===== src/rtl/osnt_sume_axis_pkg.sv =====
// Shared constants and byte/keep helpers for the OSNT SUME AXI-Stream width converters.
// Wide beats are 32 bytes, split into four 8-byte segments.
package osnt_sume_axis_pkg;

  localparam int C_RATIO      = 4;
  localparam int C_SEG_BYTES  = 8;
  localparam int C_WIDE_BYTES = C_RATIO * C_SEG_BYTES;
  localparam int C_WIDE_W     = C_WIDE_BYTES * 8;

  localparam logic [0:0] ST_EMPTY = 1'b0;
  localparam logic [0:0] ST_SEND  = 1'b1;

  // Swaps byte order across the whole wide word: packet byte 0 moves from the MSB byte to bits [7:0].
  function automatic logic [C_WIDE_W-1:0] byte_reverse(input logic [C_WIDE_W-1:0] din);
    logic [C_WIDE_W-1:0] dout;
    dout = {C_WIDE_W{1'b0}};
    for (int i = 0; i < C_WIDE_BYTES; i++) begin
      dout[8*i +: 8] = din[C_WIDE_W-8-8*i +: 8];
    end
    return dout;
  endfunction

  function automatic logic [C_WIDE_BYTES-1:0] keep_reverse(input logic [C_WIDE_BYTES-1:0] kin);
    logic [C_WIDE_BYTES-1:0] kout;
    kout = {C_WIDE_BYTES{1'b0}};
    for (int i = 0; i < C_WIDE_BYTES; i++) begin
      kout[i] = kin[C_WIDE_BYTES-1-i];
    end
    return kout;
  endfunction

  // keep_le is already in little-endian byte order (bit n = packet byte n).
  function automatic logic seg_has_keep(input logic [C_WIDE_BYTES-1:0] keep_le, input logic [1:0] seg);
    return |keep_le[seg*C_SEG_BYTES +: C_SEG_BYTES];
  endfunction

endpackage


===== src/rtl/osnt_sume_axis_be_le_downsizer.sv =====
// 256-bit big-endian to 64-bit little-endian AXI4-Stream downsizer: one wide beat is held
// and emitted as up to four narrow segments, trailing empty segments dropped on the last beat.
module osnt_sume_axis_be_le_downsizer
  import osnt_sume_axis_pkg::*;
#(
  parameter int C_S_AXIS_TDATA_WIDTH = 256,
  parameter int C_M_AXIS_TDATA_WIDTH = 64,
  parameter int C_S_AXIS_TUSER_WIDTH = 128,
  parameter int C_M_AXIS_TUSER_WIDTH = 128
) (
  input  logic                              ACLK,
  input  logic                              ARESETN,
  input  logic [C_S_AXIS_TDATA_WIDTH-1:0]   S_AXIS_TDATA,
  input  logic [C_S_AXIS_TDATA_WIDTH/8-1:0] S_AXIS_TKEEP,
  input  logic [C_S_AXIS_TUSER_WIDTH-1:0]   S_AXIS_TUSER,
  input  logic                              S_AXIS_TVALID,
  input  logic                              S_AXIS_TLAST,
  output logic                              S_AXIS_TREADY,
  output logic [C_M_AXIS_TDATA_WIDTH-1:0]   M_AXIS_TDATA,
  output logic [C_M_AXIS_TDATA_WIDTH/8-1:0] M_AXIS_TKEEP,
  output logic [C_M_AXIS_TUSER_WIDTH-1:0]   M_AXIS_TUSER,
  output logic                              M_AXIS_TVALID,
  output logic                              M_AXIS_TLAST,
  input  logic                              M_AXIS_TREADY
);

  localparam int C_M_BYTES = C_M_AXIS_TDATA_WIDTH / 8;

  logic [0:0]                       state_r;
  logic [C_S_AXIS_TDATA_WIDTH-1:0]  data_r;
  logic [C_S_AXIS_TDATA_WIDTH/8-1:0] keep_r;
  logic                             last_r;
  logic [1:0]                       seg_r;
  logic [1:0]                       last_seg_r;
  logic                             sop_r;

  logic [C_M_AXIS_TDATA_WIDTH-1:0]  m_tdata_r;
  logic [C_M_BYTES-1:0]             m_tkeep_r;
  logic [C_M_AXIS_TUSER_WIDTH-1:0]  m_tuser_r;
  logic                             m_tvalid_r;
  logic                             m_tlast_r;

  logic [C_S_AXIS_TDATA_WIDTH-1:0]   in_data_le_s;
  logic [C_S_AXIS_TDATA_WIDTH/8-1:0] in_keep_le_s;
  logic [1:0]                        in_last_seg_s;
  logic [1:0]                        seg_nxt_s;
  logic                              seg_done_s;
  logic                              s_tready_s;
  logic                              in_hs_s;
  logic                              out_hs_s;

  // Input reordering, last-segment selection and handshake decode.
  always_comb begin
    in_data_le_s = byte_reverse(S_AXIS_TDATA);
    in_keep_le_s = keep_reverse(S_AXIS_TKEEP);
    if (S_AXIS_TLAST) begin
      // An all-zero keep still produces one segment so TLAST is never lost.
      in_last_seg_s = seg_has_keep(in_keep_le_s, 2'd3) ? 2'd3 :
                      seg_has_keep(in_keep_le_s, 2'd2) ? 2'd2 :
                      seg_has_keep(in_keep_le_s, 2'd1) ? 2'd1 : 2'd0;
    end else begin
      in_last_seg_s = 2'd3;
    end
    seg_nxt_s  = seg_r + 2'd1;
    seg_done_s = (seg_r == last_seg_r);
    s_tready_s = ARESETN && ((state_r == ST_EMPTY) || (M_AXIS_TREADY && seg_done_s));
    in_hs_s    = S_AXIS_TVALID && s_tready_s;
    out_hs_s   = m_tvalid_r && M_AXIS_TREADY;
  end

  // FSM, holding register and registered output segment.
  always_ff @(posedge ACLK) begin
    if (!ARESETN) begin
      state_r    <= ST_EMPTY;
      data_r     <= {C_S_AXIS_TDATA_WIDTH{1'b0}};
      keep_r     <= {(C_S_AXIS_TDATA_WIDTH/8){1'b0}};
      last_r     <= 1'b0;
      seg_r      <= 2'd0;
      last_seg_r <= 2'd0;
      sop_r      <= 1'b1;
      m_tdata_r  <= {C_M_AXIS_TDATA_WIDTH{1'b0}};
      m_tkeep_r  <= {C_M_BYTES{1'b0}};
      m_tuser_r  <= {C_M_AXIS_TUSER_WIDTH{1'b0}};
      m_tvalid_r <= 1'b0;
      m_tlast_r  <= 1'b0;
    end else if (in_hs_s) begin
      // New beat: either from EMPTY or replacing a completing last segment with no bubble.
      state_r    <= ST_SEND;
      data_r     <= in_data_le_s;
      keep_r     <= in_keep_le_s;
      last_r     <= S_AXIS_TLAST;
      seg_r      <= 2'd0;
      last_seg_r <= in_last_seg_s;
      sop_r      <= S_AXIS_TLAST;
      m_tdata_r  <= in_data_le_s[C_M_AXIS_TDATA_WIDTH-1:0];
      m_tkeep_r  <= in_keep_le_s[C_M_BYTES-1:0];
      m_tuser_r  <= sop_r ? S_AXIS_TUSER : {C_M_AXIS_TUSER_WIDTH{1'b0}};
      m_tvalid_r <= 1'b1;
      m_tlast_r  <= S_AXIS_TLAST && (in_last_seg_s == 2'd0);
    end else if (out_hs_s) begin
      if (seg_done_s) begin
        state_r    <= ST_EMPTY;
        m_tvalid_r <= 1'b0;
        m_tlast_r  <= 1'b0;
      end else begin
        seg_r     <= seg_nxt_s;
        m_tdata_r <= data_r[seg_nxt_s*C_M_AXIS_TDATA_WIDTH +: C_M_AXIS_TDATA_WIDTH];
        m_tkeep_r <= keep_r[seg_nxt_s*C_M_BYTES +: C_M_BYTES];
        m_tuser_r <= {C_M_AXIS_TUSER_WIDTH{1'b0}};
        m_tlast_r <= last_r && (seg_nxt_s == last_seg_r);
      end
    end
  end

  assign S_AXIS_TREADY = s_tready_s;
  assign M_AXIS_TDATA  = m_tdata_r;
  assign M_AXIS_TKEEP  = m_tkeep_r;
  assign M_AXIS_TUSER  = m_tuser_r;
  assign M_AXIS_TVALID = m_tvalid_r;
  assign M_AXIS_TLAST  = m_tlast_r;

endmodule


===== config.mk =====
export PLATFORM = sky130hd
export DESIGN_NAME = osnt_sume_axis_be_le_downsizer
export DESIGN_NICKNAME = d
export VERILOG_FILES = /design/src/rtl/osnt_sume_axis_pkg.sv /design/src/rtl/osnt_sume_axis_be_le_downsizer.sv
export SDC_FILE = /design/constraint.sdc
export NUM_CORES = 1
export LEC_CHECK = 0
export BUFFER_PORTS_ARGS = -buffer_cell sky130_fd_sc_hd__buf_4
export CAP_MARGIN = 20
export CORE_ASPECT_RATIO = 1.75
export CORE_UTILIZATION = 27
export DETAILED_ROUTE_END_ITERATION = 12
export GPL_TIMING_DRIVEN = 0
export PLACE_DENSITY = 0.49
export SLEW_MARGIN = 0
export SYNTH_ARGS = -nofsm -noshare
export SYNTH_HDL_FRONTEND = slang
export SYNTH_SLANG_ARGS = --single-unit

===== constraint.sdc =====
create_clock -name ACLK -period 2.7 [get_ports ACLK]
set_clock_uncertainty 0.15 [all_clocks]
set_input_delay 0.675 -clock ACLK [delete_from_list [all_inputs] [get_ports ACLK]]
set_output_delay 0.675 -clock ACLK [all_outputs]
set_load 0.05 [all_outputs]

==> impl_metrics.prom <==
# TYPE chip_impl_metric gauge
chip_impl_metric{name="final.setup.worst_slack",unit="ns"} -0.0137
chip_impl_metric{name="layout.nets",unit=""} 2568
chip_impl_metric{name="hold_violations",unit=""} 0
chip_impl_info{name="cts.root.buffer_cell",value="clkbuf_16"} 1
chip_impl_info{name="tritoncts",value="built"} 1
chip_impl_metric{name="wire_length_of_the_first_global_routing_pass",unit="µm"} 113000
chip_impl_metric{name="power.switching_fraction",unit="%"} 29.2
chip_impl_info{name="outcome",value="finished, violations left"} 1
chip_impl_metric{name="layout.core_utilization",unit="%"} 38.9
chip_impl_metric{name="ys_warn_count",unit=""} 0
chip_impl_metric{name="initial_util",unit="%"} 27.4
chip_impl_metric{name="port_buffers",unit=""} 623
chip_impl_metric{name="dpl-instance-area",unit="µm²"} 23300
chip_impl_metric{name="static-leakage-power",unit="nW"} 10.7
chip_impl_info{name="violations",value="negative setup slack"} 1
chip_impl_metric{name="cts_inserted_buffers",unit=""} 47
chip_impl_info{name="hold_path_class",value="input pin to flip-flop"} 1
chip_impl_info{name="hold_start",value="S_AXIS_TDATA[61]"} 1
chip_impl_metric{name="drt-pass1-iter-count",unit=""} 5
chip_impl_metric{name="syn_to_final_growth",unit="%"} 42.1
chip_impl_metric{name="critical_path.max_fanout",unit=""} 6
chip_impl_info{name="post-synth-top-area-cell",value="dfxtp_1"} 1
chip_impl_metric{name="share_of_flip_flops_with_an_asynchronous_set_or_reset_after_synthesis",unit="%"} 0
chip_impl_metric{name="number_of_global_route_vias_before_repair",unit=""} 15962
chip_impl_metric{name="clock_transition_at_path_regs",unit="ns"} 0.07
chip_impl_metric{name="placement_row_count",unit=""} 123
chip_impl_metric{name="drt-initial-drc-count",unit=""} 684
chip_impl_metric{name="grt_antenna_before_repair",unit=""} 26
chip_impl_metric{name="layout.cell_area.non_filler",unit="µm²"} 25000
chip_impl_metric{name="yosys_register_bits",unit=""} 496
chip_impl_info{name="ys_top_cells_by_area",value="dfxtp_1, a22o_1, mux4_2"} 1
chip_impl_metric{name="cts.sink_count",unit=""} 496
chip_impl_metric{name="fp.dieH",unit="µm"} 340
chip_impl_metric{name="place_hpwl",unit="µm"} 62900
chip_impl_info{name="synth_ff_type",value="dfxtp_1"} 1
chip_impl_metric{name="synth_nets",unit=""} 1893
chip_impl_info{name="regToRegStartpoint",value="seg_r[1]$_SDFFE_PP0P_"} 1
chip_impl_metric{name="cell_internal_power",unit="W"} 0.0138
chip_impl_metric{name="gpl.final_weighted_congestion",unit=""} 0.878
chip_impl_metric{name="tightestPinTransition",unit="ns"} 0.774
chip_impl_info{name="final_common_cell",value="buf_4"} 1
chip_impl_metric{name="achievable-frequency",unit="GHz"} 0.368
chip_impl_metric{name="timing.critical_path.required",unit="ns"} 1.88
chip_impl_info{name="setup.worst_path.end_class",value="output port"} 1
chip_impl_metric{name="report.final.setup_viol",unit=""} 1
chip_impl_metric{name="floorplan.core_area",unit="µm²"} 64300
chip_impl_metric{name="insertion_delay",unit="ns"} 0.59
chip_impl_metric{name="filler_cell_count",unit=""} 6401
chip_impl_metric{name="aggregate_routed_wire_length",unit="µm"} 80100
chip_impl_metric{name="grt_start_max_net_pins",unit=""} 16
chip_impl_metric{name="combinational_power_share",unit="%"} 19.7
chip_impl_metric{name="cap_violations",unit=""} 0
chip_impl_metric{name="globalRoute.totalOverflow",unit=""} 0
chip_impl_info{name="rsz0062_at_grt",value="yes"} 1
chip_impl_info{name="setup.worst_path.start_class",value="flip-flop"} 1
chip_impl_metric{name="ir_worst_vdd",unit="V"} 0.000454
chip_impl_metric{name="mappedNetlistArea",unit="µm²"} 17600
chip_impl_metric{name="number_of_enable_type_register_cells_in_the_synthesized_netlist",unit=""} 0
chip_impl_metric{name="ctsLongestPathBuffers",unit=""} 3
chip_impl_metric{name="slew-limit-headroom",unit="%"} 48.4
chip_impl_metric{name="power_frac_seq",unit="%"} 43.6
chip_impl_metric{name="drc",unit=""} 0
chip_impl_metric{name="worst_path_arrival_time",unit="ns"} 1.89
chip_impl_metric{name="ys_seq_area_share",unit="%"} 56.4
chip_impl_metric{name="groute.usage.overall",unit="%"} 23.5
chip_impl_metric{name="chipWidth",unit="µm"} 195
chip_impl_metric{name="hold_ws",unit="ns"} 0.141
chip_impl_metric{name="via_count",unit=""} 15374
chip_impl_metric{name="fin_crit",unit="ns"} 2.71
chip_impl_metric{name="cts.htree.levels",unit=""} 2
chip_impl_info{name="layout.cells.most_common_list",value="buf_4, dfxtp_1, a22o_1"} 1
chip_impl_metric{name="synth_cell_type_count",unit=""} 35
chip_impl_metric{name="slack_of_the_worst_reg_to_reg_path",unit="ns"} 0.11
chip_impl_metric{name="power_density",unit="nW/µm²"} 779
chip_impl_info{name="critical_path.startpoint",value="seg_r[0]$_SDFFE_PP0P_"} 1
chip_impl_metric{name="netlist_instances",unit=""} 1472
chip_impl_metric{name="synth_top_area_share",unit="%"} 56.4
chip_impl_metric{name="drive_gt1_share",unit="%"} 39.7
chip_impl_metric{name="detail-route-antenna-nets",unit=""} 0
chip_impl_metric{name="finalCritPeriodShare",unit="%"} 101
chip_impl_metric{name="p_switching",unit="W"} 0.00568
chip_impl_metric{name="ios",unit=""} 624
chip_impl_metric{name="holdBufCountCts",unit=""} 0
chip_impl_metric{name="clockPowerShare",unit="%"} 36.7
chip_impl_info{name="setup_crit_path_kind",value="flip-flop to output port"} 1
chip_impl_metric{name="syn_avg_cell_area",unit="µm²"} 12.0
chip_impl_metric{name="via_per_inst",unit=""} 5.12
chip_impl_metric{name="detail_route.wl_per_cell",unit="µm"} 26.7
chip_impl_metric{name="max_slew_violation_count",unit=""} 0
chip_impl_metric{name="floorplan.die_area",unit="µm²"} 66300
-- final timing paths --
check                        endpoint  cells past startpoint
min          data_r[197]$_SDFFE_PN0P_                      2
max                     S_AXIS_TREADY                      6
min reg2reg       last_r$_SDFFE_PN0P_                      2
max reg2reg  data_r[128]$_SDFFE_PN0P_                      6
-- synthesized netlist by cell type (2+ instances only) --
cell        n
o21ai_0    74
buf_2      49
a21oi_1   146
dfxtp_1   496
o21a_1      2
nor2_1      6
buf_4      24
and2_1      2
a22o_1    416
clkbuf_1   70
xor2_2      2
nor2b_1     2
inv_1       2
or4_1       2
nand2_1    77
buf_1       4
mux4_2     72
buf_6       2
nand2b_1    2
a31oi_1     2
nand3_1     4
nor4_1      3
-- kinds of logic (layout without fill, tap and decap cells) --
kind of cell	Yosys count	count (layout)	share of synthesized area, %
DFF	496	496	56.4
and+or+nand+nor	102	102	2.45
buffers and inverters	151	863	4.16
AOI/OAI and AO/OA	646	646	27.5
muxes	73	73	9.26
other	0	4	0
xor gates and xnor gates	4	4	0.284
-- critical path, stage by stage (launching register included) --
cell     delay (ns)
dfxtp_1        0.30
buf_2          0.18
xor2_4         0.28
nor2_1         0.10
a21oi_2        0.19
nor2b_2        0.05
buf_4          0.20
-- power groups by stage --
stage	clock [W]	combinational, W	sequential [W]
floorplan	0	0.00135	0.00942
finish	0.00716	0.00384	0.00849
CTS	0.00734	0.00387	0.00848
detailed placement	0	0.00386	0.00864
global route	0.00762	0.00406	0.00855
global placement	0	0.00382	0.00862
-- through the flow --
stage / worst slack, ns / cells / setup TNS, ns / power [W]
2_1_floorplan: 0.213 / 1472 / 0 / 0.0108
3_3_place_gp: -1.14 / 2907 / -270.46 / 0.0124
3_5_place_dp: -1.20 / 2907 / -298.55 / 0.0125
4_1_cts: -0.200 / 2993 / -20.40 / 0.0197
5_1_grt: -0.138 / 2999 / -0.964 / 0.0202
6_report: -0.0137 / 3000 / -0.0137 / 0.0195
-- area by class of cell --
type	count	area, µm²	area share (%)
Antenna cell	4	10.0	0.0400
Buffer	149	744	2.98
Clock buffer	70	1380	5.50
Clock inverter	16	255	1.02
Inverter	2	7.51	0.0300
Multi-Input combinational cell	825	6980	27.9
Sequential cell	496	9930	39.7
Tap cell	812	1020	4.06
Timing Repair Buffer	626	4700	18.8
-- metal layers --
metal	track usage [%]	up-vias	wire (µm)
li1	-	7054	-
met5	0	-	250
met4	8.97	42	2750
met3	9.80	153	8300
met2	41.5	645	40200
met1	24.5	7480	28600
-- flip-flops by register name, summed over array words and instances (netlist names) --
register	cells
M_AXIS_TVALID	1
M_AXIS_TKEEP	8
M_AXIS_TLAST	1
seg_r	2
sop_r	1
last_seg_r	2
M_AXIS_TUSER	128
data_r	256
last_r	1
keep_r	32
M_AXIS_TDATA	64
-- repair_timing --
action	4_1_cts	5_1_grt
resized for setup	7	24
pin swaps	0	1
cloned	0	0
endpoints found under the setup margin	305	143
buffers inserted	0	3
Power figures use the tool's default switching activity.
